--- src/rtl/add_sub_pkg.sv ---
// rtl/add_sub_pkg.sv - shared types, encodings and complex packing helpers for add_sub
//
// Contents:
//   W_DEFAULT          default width of one signed complex component
//   op_e               operation encodings (OP_ADD = 0, OP_SUB = 1)
//   re_msb/re_lsb      bit positions of the real part in a packed 2W-bit word
//   im_msb/im_lsb      bit positions of the imaginary part in a packed 2W-bit word
//   re_of/im_of        signed views of the components of a default-width packed word
//   pack_cx            builds a default-width packed word from two signed components

package add_sub_pkg;

    localparam int W_DEFAULT = 16;

    typedef enum logic {
        OP_ADD = 1'b0,
        OP_SUB = 1'b1
    } op_e;

    // Packing: Re occupies the upper half, Im the lower half.
    function automatic int re_msb(input int w);
        return 2 * w - 1;
    endfunction

    function automatic int re_lsb(input int w);
        return w;
    endfunction

    function automatic int im_msb(input int w);
        return w - 1;
    endfunction

    function automatic int im_lsb(input int w);
        return 0;
    endfunction

    function automatic logic signed [W_DEFAULT-1:0] re_of(input logic [2*W_DEFAULT-1:0] v);
        return $signed(v[2*W_DEFAULT-1:W_DEFAULT]);
    endfunction

    function automatic logic signed [W_DEFAULT-1:0] im_of(input logic [2*W_DEFAULT-1:0] v);
        return $signed(v[W_DEFAULT-1:0]);
    endfunction

    function automatic logic [2*W_DEFAULT-1:0] pack_cx(input logic signed [W_DEFAULT-1:0] re,
                                                       input logic signed [W_DEFAULT-1:0] im);
        return {re, im};
    endfunction

endpackage

--- src/rtl/addsub_lane.sv ---
// rtl/addsub_lane.sv - one signed component add/subtract with overflow detect and wrap/saturate
//
// Ports:
//   a, b   W-bit signed operands (two's complement)
//   op     OP_ADD: a+b, OP_SUB: a-b
//   y      W-bit result, wrapped or clamped depending on SATURATE
//   ovf    exact result lies outside the signed W-bit range

module addsub_lane
    import add_sub_pkg::*;
#(
    parameter int W        = W_DEFAULT,
    parameter bit SATURATE = 1'b0
) (
    input  logic [W-1:0] a,
    input  logic [W-1:0] b,
    input  logic         op,
    output logic [W-1:0] y,
    output logic         ovf
);

    localparam logic [W-1:0] POS_MAX = {1'b0, {(W-1){1'b1}}};
    localparam logic [W-1:0] NEG_MIN = {1'b1, {(W-1){1'b0}}};

    // One extra bit of headroom makes the result exact, including
    // subtraction of the most negative value.
    logic [W:0] a_x;
    logic [W:0] b_x;
    logic [W:0] exact;

    assign a_x   = {a[W-1], a};
    assign b_x   = {b[W-1], b};
    assign exact = (op == OP_SUB) ? (a_x - b_x) : (a_x + b_x);

    // The exact value fits in W bits only when the top two bits agree.
    assign ovf = exact[W] ^ exact[W-1];

    always_comb begin
        y = exact[W-1:0];
        if (SATURATE && ovf) begin
            // exact[W] is the true sign of the unreduced result.
            y = exact[W] ? NEG_MIN : POS_MAX;
        end
    end

endmodule

--- src/rtl/add_sub.sv ---
// rtl/add_sub.sv - complex add/subtract with one-cycle registered result
//
// Ports:
//   clk        rising-edge clock
//   rst        synchronous active-high reset
//   in_valid   a, b and op are sampled this cycle
//   a, b       2W-bit complex operands, Re in [2W-1:W], Im in [W-1:0]
//   op         0 = add, 1 = subtract
//   out_valid  c and the overflow flags carry a new result
//   c          2W-bit complex result, same packing as a
//   ovf_re     real-part exact result outside the signed W-bit range
//   ovf_im     imaginary-part exact result outside the signed W-bit range

module add_sub
    import add_sub_pkg::*;
#(
    parameter int W        = W_DEFAULT,
    parameter int SATURATE = 0
) (
    input  logic           clk,
    input  logic           rst,
    input  logic           in_valid,
    input  logic [2*W-1:0] a,
    input  logic [2*W-1:0] b,
    input  logic           op,
    output logic           out_valid,
    output logic [2*W-1:0] c,
    output logic           ovf_re,
    output logic           ovf_im
);

    localparam int RE_MSB = re_msb(W);
    localparam int RE_LSB = re_lsb(W);
    localparam int IM_MSB = im_msb(W);
    localparam int IM_LSB = im_lsb(W);
    localparam bit SAT    = (SATURATE != 0);

    logic [W-1:0] re_y;
    logic [W-1:0] im_y;
    logic         re_ovf;
    logic         im_ovf;

    addsub_lane #(
        .W        (W),
        .SATURATE (SAT)
    ) u_lane_re (
        .a   (a[RE_MSB:RE_LSB]),
        .b   (b[RE_MSB:RE_LSB]),
        .op  (op),
        .y   (re_y),
        .ovf (re_ovf)
    );

    addsub_lane #(
        .W        (W),
        .SATURATE (SAT)
    ) u_lane_im (
        .a   (a[IM_MSB:IM_LSB]),
        .b   (b[IM_MSB:IM_LSB]),
        .op  (op),
        .y   (im_y),
        .ovf (im_ovf)
    );

    // Result and flags only update on accepted operations; idle cycles
    // drop out_valid but leave the last result visible.
    always_ff @(posedge clk) begin
        if (rst) begin
            out_valid <= 1'b0;
            c         <= '0;
            ovf_re    <= 1'b0;
            ovf_im    <= 1'b0;
        end else begin
            out_valid <= in_valid;
            if (in_valid) begin
                c      <= {re_y, im_y};
                ovf_re <= re_ovf;
                ovf_im <= im_ovf;
            end
        end
    end

endmodule

--- config.mk ---
export PLATFORM = sky130hd
export DESIGN_NAME = add_sub
export DESIGN_NICKNAME = d
export VERILOG_FILES = /design/src/rtl/add_sub_pkg.sv /design/src/rtl/addsub_lane.sv /design/src/rtl/add_sub.sv
export SDC_FILE = /design/constraint.sdc
export NUM_CORES = 1
export LEC_CHECK = 0
export BUFFER_PORTS_ARGS = -buffer_cell sky130_fd_sc_hd__buf_2
export CORE_MARGIN = 2
export CORE_UTILIZATION = 55
export DETAILED_ROUTE_END_ITERATION = 8
export GPL_TIMING_DRIVEN = 0
export PLACE_DENSITY_LB_ADDON = 0.12
export SLEW_MARGIN = 30
export SYNTH_ARGS = -nofsm -noshare
export SYNTH_HDL_FRONTEND = slang
export SYNTH_SLANG_ARGS = --single-unit
--- constraint.sdc ---
create_clock -name clk -period 6.2 [get_ports clk]
set_input_delay 1.24 -clock clk [delete_from_list [all_inputs] [get_ports clk]]
set_output_delay 1.24 -clock clk [all_outputs]
set_load 0.01 [all_outputs]
* Yosys cells after proc, flatten, opt, wreduce, memory -nomap -nowiden
Cells that the tools add are included.
Widths: inputs -> output; s select.
** Storage, ports and cells
- Register bits :: 35
- Latch bits :: 0
- Memory bits (writable) :: 0
- ROM bits :: 0
- Input port bits :: 68
- Word-level logic and storage cells :: 12
- Memories :: 0
** Cells by class
- $add $sub $neg :: 4
- $mul :: 0
- Divide/modulo/power cells :: 0
- Magnitude comparators :: 0
- Equal/unequal tests :: 0
- Shift operators :: 0
- Multiplexer cells :: 2
- Bitwise operators :: 2
- Reduce and logical (&&, ||, !) cells :: 0
** Operators with widths (number)
- $add 16x16->17 :: 2
- $mux 17 :: 2
- $sub 16x16->17 :: 2
- $xor 1x1->1 :: 2

* Depth between registers and ports, before layout
Gate-level depths: netlist of run 1.
- Depth in word-level cells :: 3
- Gate-level depth with buffers :: 15

* Modules after synthesis
From an unflattened synthesis of run 1, not the netlist that was laid out.
** Unflattened totals
- Cell total of the unflattened synthesis :: 404
- Area, all modules :: 3390.8 sq um
** Modules (own cells, without submodules)
- addsub_lane :: times used 2, cells an instance 146, area each 1063.5 sq um
- add_sub :: times used 1, cells an instance 112, area each 1263.7 sq um

* Worst setup path after synthesis of run 1
No wires, ideal clock.
- Path kind :: in2reg
- Start point :: input port op
- End point :: register c[13]
- Setup time :: 95 ps
- Arrival time :: 4052 ps
- Required time :: 6105 ps
- Path slack :: 2053 ps
- Stages on the path :: 12
- Buffers on the path :: 3
- Path through :: clkbuf_1 -> clkbuf_1 -> buf_1 -> mux2i_1 -> ha_1 -> nor2b_1 -> o31ai_2 -> nand2_1 -> a41o_1 -> nor3b_1 -> or4_1 -> o311ai_1
** Between the ends
- Longest elaborated chain between the ends :: 1
** RTL lines
- from (decl) :: RTL line add_sub.sv:25 : input logic op,
- $mux 17 :: RTL line addsub_lane.sv:33 : assign exact = (op == OP_SUB) ? (a_x - b_x) : (a_x + b_x);
- to (signal assigned) :: RTL line add_sub.sv:76 : c <= {re_y, im_y};
- to (decl) :: RTL line add_sub.sv:27 : output logic [2*W-1:0] c,
No other way between the ends.
A chain may end at the register's enable or synchronous reset.

* Final worst setup path of run 1
Ends and elaborated chain as after synthesis.

==> results of run 1 <==
## placed cells by master, fill, tap and decap left out, drive strengths merged, types with 4 or more instances in the layout
cell type  Yosys  routed
and3          10      10
ha            34      34
and4           4       4
nor3          11      11
inv           21      21
buf            7     107
dfxtp         35      35
clkbuf        10      16
nor2          60      60
xor2          13      13
nand2         18      18
xnor2         38      38
mux2i         19      19
a211oi         9       9
nand3          5       5
a21oi         32      32
nor4           8       8
o21a           7       7
a31oi         11      11
a211o          5       5
o21ai         12      12
o21bai         5       5
a21o          12      12
## final cells by class
cell class	count	share of cell area, %
multi-input combinational	362	62.96
sequential	35	16.62
timing repair buffer	100	11.87
tap	77	2.286
clock buffer	6	1.959
inverter	21	1.870
buffer	17	1.603
clock inverter	2	0.8311
## state kept, by name, indices dropped and copies added, names as in the netlist
| register | flops |
|---|---|
| out_valid | 1 |
| ovf_im | 1 |
| ovf_re | 1 |
| c | 32 |
## worst min-delay path: cells and delay by family, from the launching register on
| kind | cells | cell delay [ns] |
|---|---|---|
| AOI/OAI and AO/OA | 1 | 0.05 |
| DFF | 1 | 0.31 |
| and+or+nand+nor | 1 | 0.08 |
## metrics by stage
stage	setup slack [ns]	hold slack, ns	total power [mW]
finish	1.427	0.4798	0.9398
global route	1.229	0.5057	1.001
CTS	1.421	0.4814	0.9414
detailed placement	1.166	0.4712	0.7191
global placement	1.188	0.4618	0.7102
floorplan	2.053	0.4858	0.5949
## how the worst min path moves through the flow
stage                     start    end  slack, ns  cells after the start
after global placement    c[27]  c[27]       0.46                      2
after detailed placement  c[16]  c[16]       0.47                      2
after global routing      c[11]  c[11]       0.51                      2
after CTS                 c[16]  c[16]       0.48                      2
after floorplan           c[11]  c[11]       0.49                      2
final                     c[16]  c[16]       0.48                      2
## cell families after synthesis
group	Yosys count	synth area share (%)
XOR/XNOR	51	12.76
AO/OA/AOI/OAI	119	24.77
adder cells (fa/ha/maj)	36	13.30
AND/OR/NAND/NOR	137	19.55
buffers and inverters	38	4.182
flip-flops	35	20.01
multiplexers	19	5.432
## power breakdown
group	switching, mW	internal, mW	total (mW)
clock	0.0921	0.130	0.222
sequential	0.0188	0.258	0.276
combinational	0.239	0.201	0.441
total	0.350	0.589	0.940
## layer usage
metal  routed length [um]  part of all wire, %  GRT usage [%]  vias up
met5                    0                    0              0        -
met4                   68                 0.76          5.279        0
met3                  461                  5.1          3.462        7
met2                 4065                   45          41.16       91
met1                 4383                   49          35.82     1665
li1                     -                    -              -     1807
==> results.json, run 1 <==
{
  "status": "finished, final reports clean",
  "yosysWarnings": 0,
  "rsz0062_at_grt": "no",
  "fin_crit_ns": 4.773,
  "root_buffer": "clkbuf_8",
  "ios": 103,
  "cts.sinks": 35,
  "antenna_found_initial": 0,
  "reg2regPathDepth": 2,
  "hold_viol": 0,
  "drt_wl_total_mm": 8.978,
  "worstSetupEndpointType": "flop",
  "dp_cells": 612,
  "clk_pin_slew_ns": 0.08,
  "utilization_pct": 67.54,
  "grt_max_degree": 12,
  "crit_path_cell_trace": "clkbuf_1 > clkbuf_1 > buf_1 > mux2i_1 > ha_1 > nor2b_1 > o31ai_2 > nand2_1 > a41o_1 > nor3b_1 > or4_1 > o311ai_1",
  "setup_tns_ns": 0,
  "viasPerCell": 5.758,
  "synth_cells": 435,
  "irDropWorstVdd_mv": 0.1642,
  "required_ns": 6.40,
  "startpoint": "op",
  "max_stage_delay_ns": 0.57,
  "synth.largest_area_cell": "dfxtp_1",
  "critPathKind": "in -> reg",
  "dominantRegCellSynth": "dfxtp_1",
  "cts-resized-gates": 0,
  "htreeDepth": 2,
  "row_count": 29,
  "cts_setup_buffers": 0,
  "multi_input_area_um2": 2654,
  "areaGrowthSynthToFinish_pct": 20.41,
  "crit_arrival_ns": 4.97,
  "crit_path_max_fanout": 10,
  "post_dp_cell_area_um2": 4098,
  "cp_common_cell": "clkbuf_1",
  "grt_pass1_vias": 3203,
  "yosys-top-cells-area": "dfxtp_1 (20%), ha_1 (12%), xnor2_1 (9.5%)",
  "cts_tree": "done",
  "worst_pin_slew_ns": 0.7466,
  "finClkSkew_ns": 0,
  "fp.dieH_um": 83.78,
  "synth.most_common_cell": "nor2_1",
  "clock_latency_ns": 0.29,
  "cts_buffers": 5,
  "hpwl_mm": 7.180,
  "die_x_um": 83.78,
  "die_area_um2": 7019,
  "r2r_end": "c[29]",
  "crit_buf_inv": 3,
  "fin_crit_sh_pct": 76.99,
  "firstDrtPassIters": 4,
  "grt_usage_pct": 25.29,
  "wl_per_cell_um": 14.48,
  "vias": 3570,
  "core_um2": 6241,
  "synth_edf_count": 0,
  "layout.nets": 646,
  "cp-endpoint": "c[13]",
  "grt_overflow": 0,
  "n_fill_cell": 556,
  "crit_family": "buffers and inverters",
  "ys_types": 56,
  "start_util_pct": 56.09,
  "diodes": 0,
  "first_iter_violations": 137,
  "async_flop_share_pct": 0,
  "worst_path_max_delay_cell": "buf_1",
  "synth-seq-area-share_pct": 20.01,
  "port_buffers": 100,
  "cts_hold_buffers": 0,
  "synth.top_cell.area_share_pct": 20.01,
  "seqCellArea_um2": 700.7,
  "fin_cells": 620,
  "p_leak_nw": 2.058,
  "drive_above_1_share_pct": 23.20,
  "finalMaxSlewViolations": 0,
  "ys_top_cells_by_count": "nor2_1 (60), xnor2_1 (38), dfxtp_1 (35)",
  "postSynthRegisterBits": 35,
  "setup-violations-final": 0,
  "hold_class": "reg -> reg",
  "r2r_start": "c[29]",
  "slew_headroom_pct": 50.22,
  "fmax_mhz": 209.5,
  "power-per-cell-area_nw_per_um2": 222.9,
  "grt_pass1_wl_mm": 14.70,
  "start_kind": "input pin",
  "r2r_slack_ns": 5.24,
  "maxCapViolCount": 0,
  "globalplace.congestion": 0.8549,
  "synthesis.area_um2": 3501,
  "final_antenna_net_count": 0,
  "clock_path_buffers": 2,
  "synth_nets": 539,
  "drc": 0,
  "path_depth": 12,
  "fin_area_um2": 4215,
  "synth.avg_cell_area_um2": 8.048
}
(Power assumes the default switching activity.)
==> inputs of run 2 (changes only) <==
--- a/config.mk
+++ b/config.mk
@@ -5,9 +5,10 @@
 export SDC_FILE = /design/constraint.sdc
 export NUM_CORES = 1
 export LEC_CHECK = 0
+export ABC_AREA = 1
 export BUFFER_PORTS_ARGS = -buffer_cell sky130_fd_sc_hd__buf_2
 export CORE_MARGIN = 2
-export CORE_UTILIZATION = 55
+export CORE_UTILIZATION = 54
 export DETAILED_ROUTE_END_ITERATION = 8
 export GPL_TIMING_DRIVEN = 0
 export PLACE_DENSITY_LB_ADDON = 0.12
==> constraint.sdc (replaced) <==
create_clock -name clk -period 4.5 [get_ports clk]
set_input_delay 0.9 -clock clk [delete_from_list [all_inputs] [get_ports clk]]
set_output_delay 0.9 -clock clk [all_outputs]
set_load 0.01 [all_outputs]
==> run 2 against run 1 <==
Compared with the run above:
- clock-buffer cell count is 1 lower
- non-clock buffer count decreased by 3
- critical path depth increased by 10
- cell count rose by 35%
- first-iteration DRC count rose by 53%
- critical path type unchanged
- critical endpoint is now ovf_re
- largest power group unchanged
==> results.json, run 2 <==
{
  "seqPwrFrac_pct": 28.5,
  "postSynthRegisterBits": 35,
  "rsz0062_at_grt": "no",
  "crit_path_cell_trace": "buf_2 > inv_1 > ha_1 > nand2_1 > nor2_1 > nand2_1 > o21ai_0 > o21ai_0 > xnor2_1 > ha_1 > nand2_1 > nor2_1 > and3_1 > nand2_1 > nand2_1 > nand2_1 > nand2_2 > inv_1 > nand2_1 > nand3_1 > nand2_1 > inv_1",
  "n_fill_cell": 674,
  "p_leak_nw": 2.687,
  "htreeDepth": 2,
  "globalplace.congestion": 0.8723,
  "synth_nets": 738,
  "max_stage_delay_ns": 0.39,
  "die_x_um": 88.45,
  "grt_max_degree": 13,
  "viasPerCell": 4.893,
  "required_ns": 4.70,
  "hpwl_mm": 8.946,
  "cts_buffers": 5,
  "wl_per_cell_um": 12.29,
  "setup-violations-final": 0,
  "first_iter_violations": 210,
  "layout.nets": 847,
  "p_switching_mw": 0.5370,
  "maxCapViolCount": 0,
  "holdPathStages": 2,
  "p_int_mw": 0.7685,
  "cts.sinks": 35,
  "fmax_mhz": 293.5,
  "utilization_pct": 67.25,
  "synthesis.area_um2": 3851,
  "drc": 0,
  "grt_pass1_vias": 3610,
  "multi_input_area_um2": 2683,
  "irDropWorstVdd_mv": 0.1334,
  "synth.most_common_cell": "nand2_1",
  "clockPowerShare_pct": 21.8,
  "reg2regPathDepth": 4,
  "dominantRegCellSynth": "dfxtp_1",
  "synth_cells": 634,
  "cts_tree": "done",
  "status": "finished, final reports clean",
  "finClkSkew_ns": 0,
  "firstDrtPassIters": 4,
  "power-per-cell-area_nw_per_um2": 284.1,
  "ys_types": 39,
  "yosys.area_share.simple_pct": 32.68,
  "seqCellArea_um2": 700.7,
  "root_buffer": "clkbuf_8",
  "pwr-share-comb_pct": 49.8,
  "clk_pin_slew_ns": 0.07,
  "ys_top_cells_by_count": "nand2_1 (153), inv_1 (101), nor2_1 (85)",
  "worst_path_max_delay_cell": "ha_1",
  "grt_usage_pct": 26.55,
  "start_kind": "input pin",
  "cts_hold_buffers": 0,
  "grt_overflow": 0,
  "cts_setup_buffers": 0,
  "final_common_cell": "nand2_1",
  "synth_adder_area_share_pct": 12.09,
  "cp_common_cell": "nand2_1",
  "drive_above_1_share_pct": 20.03,
  "top_register": "c",
  "yosysWarnings": 0,
  "synth.top_cell.area_share_pct": 18.19,
  "areaGrowthSynthToFinish_pct": 19.30,
  "worstSetupEndpointType": "flop",
  "clock_latency_ns": 0.29,
  "vias": 4110,
  "final_antenna_net_count": 0,
  "ios": 103,
  "diodes": 0,
  "clock_path_buffers": 2,
  "crit_arrival_ns": 3.61,
  "p_sw_share_pct": 41.13,
  "setup_tns_ns": 0,
  "die_area_um2": 7823,
  "synth-seq-area-share_pct": 18.19,
  "grt_pass1_wl_mm": 16.30,
  "synth_compound_area_share_pct": 13.52,
  "fin_crit_ns": 3.407,
  "drt_wl_total_mm": 10.32,
  "async_flop_share_pct": 0,
  "fin_crit_sh_pct": 75.71,
  "synthMuxAreaShare_pct": 0,
  "fp.dieH_um": 88.45,
  "antenna_found_initial": 0,
  "synth.largest_area_cell": "dfxtp_1",
  "synth.avg_cell_area_um2": 6.074,
  "synth_top_family_by_area": "simple AND/OR/NAND/NOR gates",
  "hold_viol": 0,
  "synth_xor_area_share_pct": 11.37,
  "core_um2": 6832,
  "worst_pin_slew_ns": 0.6073,
  "slew_headroom_pct": 59.09,
  "critPathKind": "in -> reg",
  "port_buffers": 102,
  "largest_reg_flops": 32,
  "finalMaxSlewViolations": 0,
  "row_count": 30,
  "start_util_pct": 56.37,
  "yosys-top-cells-area": "dfxtp_1 (18%), nand2_1 (15%), ha_1 (11%)",
  "crit_path_max_fanout": 5,
  "synth_edf_count": 0,
  "cts-resized-gates": 0,
  "final_cell_mix": "nand2_1 (153), buf_2 (107), inv_1 (101)",
  "hold_class": "reg -> reg"
}
run 2: power by group through the flow:
stage,combinational [mW],sequential [mW],clock (mW)
after CTS,0.647,0.371,0.287
after global routing,0.734,0.375,0.303
after detailed placement,0.644,0.378,0
after floorplan,0.436,0.392,0
after global placement,0.631,0.377,0
final,0.650,0.372,0.284
run 2: layout make-up:
type                            instances  area share (%)
Tap cell                               96           2.614
Timing Repair Buffer                  102           11.11
Clock buffer                            5           1.498
Sequential cell                        35           15.25
Inverter                              109           8.905
Buffer                                 12           1.280
Multi-Input combinational cell        478           58.39
Clock inverter                          3          0.9532
run 2: cells by family (layout without fill, tap and decap cells):
| kind of cell | after synthesis | in the layout |
|---|---|---|
| buffers and inverters | 121 | 231 |
| adder cells (fa/ha/maj) | 36 | 36 |
| XOR/XNOR | 50 | 50 |
| AO/OA/AOI/OAI | 90 | 90 |
| AND/OR/NAND/NOR | 302 | 302 |
| flip-flops | 35 | 35 |
run 2: critical path: cells and delay by family:
family	cells	cell delay, ns
simple gates	13	1.18
xor+xnor	1	0.17
compound gates	2	0.47
buf+inv	4	0.29
fa+ha+maj	2	0.57
run 2: per-layer routing:
layer	GRT usage, %	up-vias	part of all wire [%]
met1	38.71	1770	50
met2	43.13	136	42
met3	2.705	8	6.8
li1	-	2196	-
met5	0	-	0
met4	4.270	0	0.73
run 2: path summary, 6_finish.rpt:
kind,startpoint,endpoint,slack [ns]
worst max-delay path,b[16],ovf_re,1.09
worst min-delay path,c[15],c[15],0.49
worst max register to register,c[18],c[18],3.79
worst min register to register,c[15],c[15],0.49
run 2: through the flow:
stage | hold slack, ns | total power, mW | area [um2] | worst slack [ns] | std cells
finish | 0.4853 | 1.305 | 4594 | 1.093 | 840
global route | 0.5078 | 1.411 | 4594 | 0.7564 | 840
CTS | 0.4885 | 1.305 | 4594 | 1.110 | 840
detailed placement | 0.4667 | 1.022 | 4482 | 0.8104 | 832
global placement | 0.4635 | 1.008 | 4482 | 0.8456 | 832
floorplan | 0.4950 | 0.8285 | 3851 | 1.424 | 634
